File: src/rtl/sync_fifo_flex_if.sv
// sync_fifo_flex_if
// Handshake bundle between a single-clock FIFO and the logic around it.
//   master : the producer/consumer side. It drives clear, wr_en, wr_data and
//            rd_en, and observes data, flags, occupancy and error bits.
//   slave  : the FIFO side.
// DATA_WIDTH and DEPTH must match the sync_fifo_flex instance it connects to.
interface sync_fifo_flex_if #(
  parameter int DATA_WIDTH = 8,
  parameter int DEPTH      = 8
) ();
  localparam int CW = $clog2(DEPTH + 1);

  logic                  clear;
  logic                  wr_en;
  logic [DATA_WIDTH-1:0] wr_data;
  logic                  full;
  logic                  almost_full;
  logic                  rd_en;
  logic [DATA_WIDTH-1:0] rd_data;
  logic                  empty;
  logic                  almost_empty;
  logic [CW-1:0]         count;
  logic                  overflow;
  logic                  underflow;

  modport master (
    output clear, wr_en, wr_data, rd_en,
    input  full, almost_full, rd_data, empty, almost_empty, count,
           overflow, underflow
  );

  modport slave (
    input  clear, wr_en, wr_data, rd_en,
    output full, almost_full, rd_data, empty, almost_empty, count,
           overflow, underflow
  );
endinterface

File: src/rtl/sync_fifo_flex.sv
// sync_fifo_flex
// Single-clock FIFO for any DEPTH >= 2, with a selectable read mode
// (FWFT=0: registered read, 1-cycle latency; FWFT=1: first-word-fall-through),
// almost-full/almost-empty thresholds, an occupancy count, sticky
// overflow/underflow flags and a synchronous flush.
// Ports:
//   clk     : sole clock, rising edge
//   reset_n : asynchronous active-low reset
//   bus     : sync_fifo_flex_if.slave
//             (clear, wr_en/wr_data, rd_en/rd_data, full, almost_full,
//              empty, almost_empty, count, overflow, underflow)
module sync_fifo_flex #(
  parameter int DATA_WIDTH    = 8,
  parameter int DEPTH         = 8,
  parameter int FWFT          = 0,
  parameter int AFULL_THRESH  = DEPTH - 1,
  parameter int AEMPTY_THRESH = 1
) (
  input  logic              clk,
  input  logic              reset_n,
  sync_fifo_flex_if.slave   bus
);
  localparam int CW = $clog2(DEPTH + 1);
  localparam int IW = $clog2(DEPTH);

  localparam logic [CW-1:0] DEPTH_C    = CW'(DEPTH);
  localparam logic [CW-1:0] AFULL_C    = CW'(AFULL_THRESH);
  localparam logic [CW-1:0] AEMPTY_C   = CW'(AEMPTY_THRESH);
  localparam logic [IW-1:0] LAST_IDX_C = IW'(DEPTH - 1);

  // Elaboration-time parameter legality checks
  if (DEPTH < 2) begin : g_bad_depth
    $error("sync_fifo_flex: DEPTH must be >= 2");
  end
  if (AFULL_THRESH < 1 || AFULL_THRESH > DEPTH) begin : g_bad_afull
    $error("sync_fifo_flex: AFULL_THRESH must be in 1..DEPTH");
  end
  if (AEMPTY_THRESH < 0 || AEMPTY_THRESH > DEPTH - 1) begin : g_bad_aempty
    $error("sync_fifo_flex: AEMPTY_THRESH must be in 0..DEPTH-1");
  end
  if (FWFT != 0 && FWFT != 1) begin : g_bad_fwft
    $error("sync_fifo_flex: FWFT must be 0 or 1");
  end

  // Explicit wrap so non-power-of-2 depths work.
  function automatic logic [IW-1:0] next_idx(input logic [IW-1:0] idx);
    return (idx == LAST_IDX_C) ? {IW{1'b0}} : idx + IW'(1);
  endfunction

  logic [DATA_WIDTH-1:0] mem_r [DEPTH];
  logic [IW-1:0]         wr_idx_r;
  logic [IW-1:0]         rd_idx_r;
  logic [CW-1:0]         count_r;
  logic                  full_r;
  logic                  afull_r;
  logic                  empty_r;
  logic                  aempty_r;
  logic                  ovf_r;
  logic                  unf_r;

  logic                  wr_acc_s;
  logic                  rd_acc_s;
  logic [CW-1:0]         count_next_s;

  // Accept decisions from registered flags; clear masks both requests
  always_comb begin
    wr_acc_s     = 1'b0;
    rd_acc_s     = 1'b0;
    count_next_s = count_r;
    if (bus.clear) begin
      count_next_s = {CW{1'b0}};
    end else begin
      wr_acc_s     = bus.wr_en & ~full_r;
      rd_acc_s     = bus.rd_en & ~empty_r;
      count_next_s = count_r + {{(CW-1){1'b0}}, wr_acc_s}
                             - {{(CW-1){1'b0}}, rd_acc_s};
    end
  end

  // Indices, count, flags derived from count_next, sticky error bits
  always_ff @(posedge clk or negedge reset_n) begin
    if (!reset_n) begin
      wr_idx_r <= {IW{1'b0}};
      rd_idx_r <= {IW{1'b0}};
      count_r  <= {CW{1'b0}};
      full_r   <= 1'b0;
      afull_r  <= 1'b0;
      empty_r  <= 1'b1;
      aempty_r <= 1'b1;
      ovf_r    <= 1'b0;
      unf_r    <= 1'b0;
    end else begin
      count_r  <= count_next_s;
      full_r   <= (count_next_s == DEPTH_C);
      afull_r  <= (count_next_s >= AFULL_C);
      empty_r  <= (count_next_s == {CW{1'b0}});
      aempty_r <= (count_next_s <= AEMPTY_C);
      if (bus.clear) begin
        wr_idx_r <= {IW{1'b0}};
        rd_idx_r <= {IW{1'b0}};
        ovf_r    <= 1'b0;
        unf_r    <= 1'b0;
      end else begin
        if (wr_acc_s) wr_idx_r <= next_idx(wr_idx_r);
        if (rd_acc_s) rd_idx_r <= next_idx(rd_idx_r);
        ovf_r <= ovf_r | (bus.wr_en & full_r);
        unf_r <= unf_r | (bus.rd_en & empty_r);
      end
    end
  end

  // Storage array; contents are intentionally not reset
  always_ff @(posedge clk) begin
    if (wr_acc_s) mem_r[wr_idx_r] <= bus.wr_data;
  end

  if (FWFT == 0) begin : g_reg_read
    logic [DATA_WIDTH-1:0] rd_data_r;

    // Registered read: capture head on an accepted pop, hold otherwise
    always_ff @(posedge clk or negedge reset_n) begin
      if (!reset_n) begin
        rd_data_r <= {DATA_WIDTH{1'b0}};
      end else if (bus.clear) begin
        rd_data_r <= {DATA_WIDTH{1'b0}};
      end else if (rd_acc_s) begin
        rd_data_r <= mem_r[rd_idx_r];
      end
    end

    assign bus.rd_data = rd_data_r;
  end else begin : g_fwft_read
    // Head is shown directly; the registered empty flag hides it until the
    // cycle after the write edge, so a fresh write is never shadowed by stale data.
    assign bus.rd_data = empty_r ? {DATA_WIDTH{1'b0}} : mem_r[rd_idx_r];
  end

  assign bus.full         = full_r;
  assign bus.almost_full  = afull_r;
  assign bus.empty        = empty_r;
  assign bus.almost_empty = aempty_r;
  assign bus.count        = count_r;
  assign bus.overflow     = ovf_r;
  assign bus.underflow    = unf_r;
endmodule
File: src/flat_wrapper.sv
// flat-port wrapper written by rule: the top's interface ports become plain ports
module sync_fifo_flex_flat 
#(
  parameter int DATA_WIDTH    = 8,
  parameter int DEPTH         = 8,
  parameter int FWFT          = 0,
  parameter int AFULL_THRESH  = DEPTH - 1,
  parameter int AEMPTY_THRESH = 1
)
  (clk, reset_n, bus_clear, bus_wr_en, bus_wr_data, bus_rd_en, bus_full, bus_almost_full, bus_rd_data, bus_empty, bus_almost_empty, bus_count, bus_overflow, bus_underflow);
  sync_fifo_flex_if #(.DATA_WIDTH(DATA_WIDTH), .DEPTH(DEPTH)) bus_i ();
  input  logic clk;
  input  logic reset_n;
  input wire logic [$bits(bus_i.clear)-1:0] bus_clear;
  input wire logic [$bits(bus_i.wr_en)-1:0] bus_wr_en;
  input wire logic [$bits(bus_i.wr_data)-1:0] bus_wr_data;
  input wire logic [$bits(bus_i.rd_en)-1:0] bus_rd_en;
  output wire logic [$bits(bus_i.full)-1:0] bus_full;
  output wire logic [$bits(bus_i.almost_full)-1:0] bus_almost_full;
  output wire logic [$bits(bus_i.rd_data)-1:0] bus_rd_data;
  output wire logic [$bits(bus_i.empty)-1:0] bus_empty;
  output wire logic [$bits(bus_i.almost_empty)-1:0] bus_almost_empty;
  output wire logic [$bits(bus_i.count)-1:0] bus_count;
  output wire logic [$bits(bus_i.overflow)-1:0] bus_overflow;
  output wire logic [$bits(bus_i.underflow)-1:0] bus_underflow;
  assign bus_i.clear = bus_clear;
  assign bus_i.wr_en = bus_wr_en;
  assign bus_i.wr_data = bus_wr_data;
  assign bus_i.rd_en = bus_rd_en;
  assign bus_full = bus_i.full;
  assign bus_almost_full = bus_i.almost_full;
  assign bus_rd_data = bus_i.rd_data;
  assign bus_empty = bus_i.empty;
  assign bus_almost_empty = bus_i.almost_empty;
  assign bus_count = bus_i.count;
  assign bus_overflow = bus_i.overflow;
  assign bus_underflow = bus_i.underflow;
  sync_fifo_flex #(.DATA_WIDTH(DATA_WIDTH), .DEPTH(DEPTH), .FWFT(FWFT), .AFULL_THRESH(AFULL_THRESH), .AEMPTY_THRESH(AEMPTY_THRESH)) u_core (.clk(clk), .reset_n(reset_n), .bus(bus_i));
endmodule
File: config.mk
export PLATFORM = sky130hd
export DESIGN_NAME = sync_fifo_flex_flat
export DESIGN_NICKNAME = d
export VERILOG_FILES = /design/src/rtl/sync_fifo_flex_if.sv /design/src/rtl/sync_fifo_flex.sv /design/src/flat_wrapper.sv
export SDC_FILE = /design/constraint.sdc
export NUM_CORES = 1
export LEC_CHECK = 0
export ABC_CLOCK_PERIOD_IN_PS = 2660
export BUFFER_PORTS_ARGS = -buffer_cell sky130_fd_sc_hd__buf_2
export CAP_MARGIN = 40
export CELL_PAD_IN_SITES_DETAIL_PLACEMENT = 1
export CELL_PAD_IN_SITES_GLOBAL_PLACEMENT = 2
export CORE_UTILIZATION = 39
export CTS_CLUSTER_DIAMETER = 100
export CTS_CLUSTER_SIZE = 16
export DETAILED_ROUTE_END_ITERATION = 8
export GPL_TIMING_DRIVEN = 0
export PLACE_DENSITY = 0.81
export SETUP_SLACK_MARGIN = 0.02
export SLEW_MARGIN = 20
export SYNTH_ARGS = -nofsm -noshare
export SYNTH_HDL_FRONTEND = slang
export SYNTH_SLANG_ARGS = --single-unit
File: constraint.sdc
create_clock -name clk -period 2.66 [get_ports clk]
set_input_delay 0.532 -clock clk [delete_from_list [all_inputs] [get_ports clk]]
set_output_delay 0.532 -clock clk [all_outputs]
set_load 0.02 [all_outputs]
Word-level counts from Yosys, hierarchy flattened
Memories as Yosys holds them, arrays and structs flattened. Index checks and enable logic that the tools add are counted.

$add $sub $neg: 4. Order comparisons: 2. Equality and inequality tests: 3. Multiplexer cells: 15. Bitwise operators: 8. Reduce and logical (&&, ||, !) cells: 3.

Operators by type and width (count): $mux 3 (6); $mux 8 (2); $add 3x1->3 const B (2); $eq 3x3->1 const B (2); $mux 1 (6); $add 4x1->4 (1); $and 1x1->1 (4); $eq 4x4->1 const B (1); $ge 4x3->1 const B (1); $le 4x1->1 const B (1); $logic_not 4->1 (1); $mux 4 (1); $reduce_bool 2->1 (2); $sub 4x1->4 (1); $not 1->1 (2); $or 1x1->1 (2).

Bits in registers: 24. Bits in writable memories: 64. Output and inout port bits: 18. Memories kept: 1.

Memories: u_core.mem_r (words 8, bits a word 8, read ports 1, clocked after Yosys merged registers in 0, write ports 1, line sync_fifo_flex.sv:50) `logic [DATA_WIDTH-1:0] mem_r [DEPTH];`.

Depth between registers and ports, before layout
Gate-level depths: netlist of run 1.

Depth after elaboration: 6. Gate-level depth with buffers: 10. Mapped depth without buffers: 9.

Worst setup path after synthesis of run 1
Ideal clock, no wire load.

Path type: reg2reg. Start point: register u_core.empty_r, in the netlist u_core.bus.empty. End point: register u_core.full_r, in the netlist u_core.bus.full. Data arrival time: 2.710 ns. Data required time: 2.566 ns. Path slack: -0.144 ns. Stages on the path, launching flop included: 11. Path buffers: 1. Clock period less this slack: 2.804 ns. Path through: dfstp_2 nand2b_1 clkbuf_1 inv_1 ha_1 inv_1 ha_1 fa_1 xor2_1 or3_1 a211oi_1.

Cells in the longest elaborated chain, start to end: 5.

Ends and longest elaborated chain: start: declaration (line sync_fifo_flex.sv:56) `logic empty_r;`; start signal: assignment (line sync_fifo_flex.sv:96) `empty_r <= (count_next_s == {CW{1'b0}});`; $not 1->1 (line sync_fifo_flex.sv:74) `rd_acc_s = bus.rd_en & ~empty_r;`; $and 1x1->1 (line sync_fifo_flex.sv:74); $sub 4x1->4 (line sync_fifo_flex.sv:76) `- {{(CW-1){1'b0}}, rd_acc_s};`; $mux 4 (line sync_fifo_flex.sv:70) `if (bus.clear) begin`; $eq 4x4->1 (line sync_fifo_flex.sv:94) `full_r <= (count_next_s == DEPTH_C);`; end signal: assignment (line sync_fifo_flex.sv:94); end: declaration (line sync_fifo_flex.sv:54) `logic full_r;`.

Every way passes these cells. A chain may end at the register's enable or synchronous reset.

Worst setup path after layout of run 1
Ends and elaborated chain as after synthesis.

==> results of run 1 <==
==> worst max path at each step <==
stage / from / endpoint / slack (ns) / cells past startpoint
3_3_place_gp: bus_rd_en / u_core.bus.full / -0.21 / 11
6_report: u_core.bus.empty / u_core.bus.full / 0.17 / 9
2_1_floorplan: u_core.bus.empty / u_core.bus.full / 0.04 / 10
5_1_grt: u_core.bus.empty / u_core.bus.full / 0.05 / 9
4_1_cts: u_core.bus.empty / u_core.bus.full / 0.11 / 9
3_5_place_dp: bus_rd_en / u_core.bus.full / -0.19 / 11
==> what timing repair did <==
item / CTS / global route
cloned: 0 / 0
setup endpoints to repair: 3 / 1
gates resized for setup: 0 / 1
hold endpoints to repair: 0 / 0
setup buffers: 1 / 0
==> flip-flops by register name, summed over array words and instances, names as in the netlist <==
register,cells
u_core.mem_r,64
u_core.bus.count,4
u_core.wr_idx_r,3
u_core.bus.full,1
u_core.bus.underflow,1
u_core.bus.overflow,1
u_core.bus.empty,1
u_core.rd_idx_r,3
u_core.bus.almost_empty,1
u_core.bus.almost_full,1
u_core.bus.rd_data,8
==> layout make-up <==
| class | instances | share of cell area, % |
|---|---|---|
| buffer | 8 | 1.24 |
| clock buffer | 9 | 2.99 |
| clock inverter | 7 | 1.90 |
| inverter | 8 | 0.724 |
| multi-input combinational | 122 | 24.5 |
| sequential | 88 | 60.9 |
| tap | 108 | 3.26 |
| timing repair buffer | 35 | 4.52 |
==> power by group through the flow <==
stage | registers (mW) | logic [mW] | clock network (mW)
global placement | 1.69 | 0.832 | 0
floorplan | 1.78 | 0.506 | 0
global route | 1.68 | 0.933 | 1.01
detailed placement | 1.70 | 0.853 | 0
CTS | 1.67 | 0.857 | 0.964
finish | 1.66 | 0.852 | 0.937
==> through the flow <==
stage / power, mW / worst slack (ns) / utilization, % / setup TNS [ns] / instances
detailed placement: 2.55 / -0.194 / 44.4 / -0.409 / 367
CTS: 3.49 / 0.106 / 46.6 / 0 / 383
global placement: 2.52 / -0.206 / 44.1 / -0.393 / 365
finish: 3.45 / 0.171 / 46.9 / 0 / 385
global route: 3.63 / 0.0460 / 46.9 / 0 / 385
floorplan: 2.29 / 0.0395 / - / 0 / 227
==> routing by layer <==
| layer | vias to the layer above | part of all wire [%] |
|---|---|---|
| met5 | - | 0 |
| met4 | 0 | 1.2 |
| met3 | 5 | 2.6 |
| met2 | 30 | 49 |
| met1 | 1031 | 47 |
| li1 | 951 | - |
==> cells in the final DEF, fill, tap and decap left out, types with 5 or more instances in the layout <==
master | synthesis | routed
dfrtp_1 | 22 | 22
mux2_1 | 6 | 6
mux2_2 | 9 | 9
nand3_1 | 12 | 12
inv_1 | 7 | 7
nor2_1 | 16 | 16
o22ai_1 | 7 | 7
mux4_2 | 8 | 8
ha_1 | 8 | 8
buf_2 | 2 | 32
edfxtp_1 | 64 | 64
o31ai_1 | 7 | 7
clkbuf_8 | 0 | 9
nand2_1 | 7 | 7
a21oi_1 | 9 | 9
nand2b_1 | 6 | 5
buf_4 | 1 | 6
==> cell families after synthesis <==
family | synth area share (%)
DFF | 70.1
and+or+nand+nor | 7.71
AOI/OAI and AO/OA | 5.80
muxes | 10.2
buffers and inverters | 2.36
adders and majority gates | 3.33
xor gates and xnor gates | 0.486
==> critical path: stages (launching register included) <==
cell,delay [ns]
dfstp_2,0.55
nand2b_4,0.12
inv_1,0.04
ha_1,0.26
inv_1,0.04
ha_1,0.22
fa_1,0.38
xor2_1,0.21
or3_1,0.37
a211oi_2,0.22
==> results.yml, run 1 <==
sta:
  worst_pin_slew_ns: 0.785
  setup_viol: 0
  hold_viol_final: 0
  rsz0062_at_grt: "no"
  slew_violations: 0
  fin_crit_ns: 2.49
  timing.hold.ws_ns: 0.161
  post-route-period-util_pct: 93.6
  finClkSkew_ns: 0.0133
  clock.fmax_mhz: 402
  maxSlewHeadroom_pct: 47.5
yosys:
  synth_top_area_cell: "edfxtp_1"
  ys_ff_latch: 88
  yosys_warnings: 0
  synth_top_cell_area_share_pct: 53.3
  synth_area_leaders: "edfxtp_1 53%, dfrtp_1 15%, mux4_2 5.0%, mux2_2 2.8%, ha_1 2.8%"
  yosys-top-cells-count: "64 x edfxtp_1, 22 x dfrtp_1, 16 x nor2_1, 12 x nand3_1"
  postSynth.asyncResetShare_pct: 27.3
  netlist_instances: 227
  yosysSeqAreaShare_pct: 70.1
  synth_flop_cell: "edfxtp_1"
  syn_area_um2: 3600
  syn_nets: 249
  synth_edf_count: 64
  syn_avg_cell_area_um2: 15.9
  synth_cell_types: 40
  yosysMostFrequentCell: "edfxtp_1"
power_and_ir_drop:
  peakVddDrop_v: 0.000398
  power_frac_clock_pct: 27.2
  p_int_mw: 2.39
  leakagePower_nw: 1.58
  power_density_nw_per_um2: 832
  sw_frac_of_total_pct: 30.7
  seqPwrFrac_pct: 48.2
  p_switching_mw: 1.06
  comb_power_share_pct: 24.7
floorplanning:
  dieArea_um2: 9630
  initial_core_util_pct: 40.7
  core-area_um2: 8850
  fp.dieW_um: 98.1
  core.rowCount: 34
  die_y_um: 98.1
  io_pins: 31
global_routing:
  met3_usage_pct: 2.93
  gr-usage-all-layers_pct: 16.7
  top_usage_layer: "met2"
  grt-ovfl-total: 0
  grt_pass1_vias: 2077
  grt_max_degree: 25
  grt_pass1_wl_um: 11600
  use_met2_pct: 25.9
  antenna_found_initial: 0
  use_met1_pct: 23.0
detailed_routing:
  drc: 3
  ant_nets: 0
  drt_iter0_drc: 74
  viasPerCell: 5.24
  wl_per_cell_um: 19.1
  drt_wl_total_um: 7340
  vias: 2017
  drtPass1Iterations: 6
worst_setup_path:
  crit_fanout: 4
  r2r-end: "u_core.bus.full"
  worstPathArrival_ns: 2.76
  crit_type: "flip-flop to flip-flop"
  ff2ff_setup_slack_ns: 0.17
  critPathLaunchType: "flip-flop"
  end_kind: "flip-flop"
  r2r_cells: 9
  r2r-start: "u_core.bus.empty"
  worstPathRequired_ns: 2.93
cts:
  cts_inserted_buffers: 9
  clock_latency_ns: 0.35
  clock_path_buffers: 2
  postCtsHoldBufs: 0
  path_clk_slew_ns: 0.10
  root_buffer: "clkbuf_8"
  cts_num_sinks: 88
  cts_tree: "built"
  htreeDepth: 3
placed_design:
  dp_hpwl_um: 5000
  port-buffer-count: 30
  place_area_um2: 3930
  place_congestion: 0.724
outcome:
  run_status: "finished, violations left"
  violations: "design-rule violations"
layout:
  drive_above_1_share_pct: 29.6
  multi_input_area_um2: 1020
  seqCellArea_um2: 2520
  antenna_cells: 0
  fillers: 889
  syn2layout_area_growth_pct: 15.1
  nets: 294
  postLayoutCellArea_um2: 4150
hold_path:
  min_path_type: "input pin to async pin"
job:
  drv_cap: 0
No activity file was read; power rests on OpenSTA's default activity.
==> run 2, diff against run 1 <==
--- a/config.mk
+++ b/config.mk
@@ -5,7 +5,7 @@
 export SDC_FILE = /design/constraint.sdc
 export NUM_CORES = 1
 export LEC_CHECK = 0
-export ABC_CLOCK_PERIOD_IN_PS = 2660
+export ABC_CLOCK_PERIOD_IN_PS = 2200
 export BUFFER_PORTS_ARGS = -buffer_cell sky130_fd_sc_hd__buf_2
 export CAP_MARGIN = 40
 export CELL_PAD_IN_SITES_DETAIL_PLACEMENT = 1
==> constraint.sdc (replaced) <==
create_clock -name clk -period 2.2 [get_ports clk]
set_input_delay 0.44 -clock clk [delete_from_list [all_inputs] [get_ports clk]]
set_output_delay 0.44 -clock clk [all_outputs]
set_load 0.1 [all_outputs]
==> results.yml, run 2 (synthesized netlist as in run 1, its figures left out) <==
outcome:
  run_status: "finished, violations left"
  violations: "design-rule violations, negative setup slack"
layout:
  nets: 302
  largest_register_ffs: 64
  most-common-layout-cells: "64 x edfxtp_1, 32 x buf_2, 21 x dfrtp_1"
  drive_above_1_share_pct: 35.8
  syn2layout_area_growth_pct: 19.8
  fillers: 874
  antenna_cells: 0
  mostFrequentLayoutCell: "edfxtp_1"
  top_register: "u_core.mem_r"
worst_setup_path:
  r2r_cells: 9
  crit_fanout: 2
  r2r-start: "u_core.bus.empty"
  worstPathRequired_ns: 2.48
  critPathLaunchType: "flip-flop"
  end_kind: "flip-flop"
  cp-startpoint: "u_core.bus.empty"
  ff2ff_setup_slack_ns: -0.25
  worstPathArrival_ns: 2.73
  crit_type: "flip-flop to flip-flop"
  r2r-end: "u_core.bus.full"
cts:
  cts_tree: "built"
  cts_num_sinks: 88
  root_buffer: "clkbuf_8"
  clock_path_buffers: 2
  cts_inserted_buffers: 9
  clock_latency_ns: 0.37
  htreeDepth: 3
  path_clk_slew_ns: 0.09
sta:
  slew_violations: 0
  finClkSkew_ns: 0.0132
  fin_crit_ns: 2.45
  clock.fmax_mhz: 408
  maxSlewHeadroom_pct: 56.4
  hold_viol_final: 0
  worst_pin_slew_ns: 0.654
  fin_ws_ns: -0.251
  rsz0062_at_grt: "yes"
  setup_viol: 5
  post-route-period-util_pct: 111
placed_design:
  pre_cts_ws_ns: -0.545
  place_congestion: 0.694
  dp_hpwl_um: 5400
  port-buffer-count: 30
detailed_routing:
  drt_iter0_drc: 85
  viasPerCell: 5.35
  drtPass1Iterations: 6
  ant_nets: 0
  drc: 4
  drt_wl_total_um: 7890
  wl_per_cell_um: 20.1
  vias: 2101
global_routing:
  grt-ovfl-total: 0
  grt_pass1_wl_um: 12500
  grt_max_degree: 25
  antenna_found_initial: 0
  grt_pass1_vias: 2252
  gr-usage-all-layers_pct: 18.2
floorplanning:
  dieArea_um2: 9630
  core.rowCount: 34
  fp.dieW_um: 98.1
  io_pins: 31
  initial_core_util_pct: 40.7
  core-area_um2: 8850
  die_y_um: 98.1
job:
  drv_cap: 0
power_and_ir_drop:
  peakVddDrop_v: 0.000541
  power_density_nw_per_um2: 1200
  leakagePower_nw: 1.64
  power_mw: 5.17
hold_path:
  min_path_type: "input pin to async pin"
[run 2: changes by cell type in the layout (fill, tap and decap cells not counted), moves of 2 or more]
cell,previous run,this run
buf_4,6,13
inv_1,7,5
ha_1,8,6
clkinv_4,2,0
ha_4,0,2
[run 2: per-layer routing]
metal  wire length [µm]  part of all wire [%]  vias to the layer above  global-route usage (%)
met5                  0                     0                        -                       0
met4                146                   1.9                        0                    8.74
met3                204                   2.6                       12                    3.08
met2               4040                    51                       36                    30.9
met1               3500                    44                     1079                    22.5
li1                   -                     -                      974                       -
[run 2: repair_timing]
| item | 4_1_cts | 5_1_grt |
|---|---|---|
| hold buffers | 0 | 0 |
| gates resized for setup | 6 | 2 |
| setup endpoints to repair | 14 | 5 |
| buffers inserted | 4 | 2 |
| pin swaps | 3 | 1 |
[run 2: critical path: stages, from the launching register on]
cell	delay (ns)
dfstp_4	0.62
nand2b_4	0.13
inv_4	0.04
ha_4	0.25
inv_2	0.04
ha_4	0.15
fa_2	0.38
xor2_4	0.17
or3_4	0.43
a211oi_2	0.16
[run 2: cell type report]
type                    instances  area, µm²  share of cell area (%)
inverters                       8       32.5                   0.754
well taps                     108        135                    3.13
plain buffers                   8       51.3                    1.19
multi-input cells             122       1090                    25.3
repair buffers                 43        251                    5.83
clock buffers                   9        124                    2.87
flip-flops and latches         88       2530                    58.6
clock inverters                 7        101                    2.35
[run 2: power breakdown]
group	total, mW	leakage, nW	internal [mW]	switching, mW
clock network	1.26	0.112	0.653	0.611
registers	2.02	0.895	1.94	0.0773
logic	1.89	0.636	0.597	1.29
total	5.17	1.64	3.19	1.98
[run 2: stage by stage]
step                      setup TNS (ns)  instance area [µm²]  std cells  hold slack [ns]  util (%)
after floorplan                    -1.87                 3670        227            0.144         -
after global placement             -4.46                 3950        365            0.472      44.7
after detailed placement           -2.28                 4000        370            0.482      45.2
after CTS                         -0.619                 4280        389           0.0778      48.3
after global routing               -1.16                 4320        393            0.101      48.8
final                             -0.906                 4320        393           0.0641      48.8
[run 2: worst max path at each step]
| stage | to | slack [ns] | cells past startpoint |
|---|---|---|---|
| 3_3_place_gp | u_core.bus.empty | -0.51 | 10 |
| 6_report | u_core.bus.full | -0.25 | 9 |
| 2_1_floorplan | u_core.bus.empty | -0.56 | 10 |
| 4_1_cts | u_core.bus.full | -0.26 | 9 |
| 5_1_grt | u_core.bus.full | -0.31 | 9 |
| 3_5_place_dp | u_core.bus.empty | -0.54 | 10 |
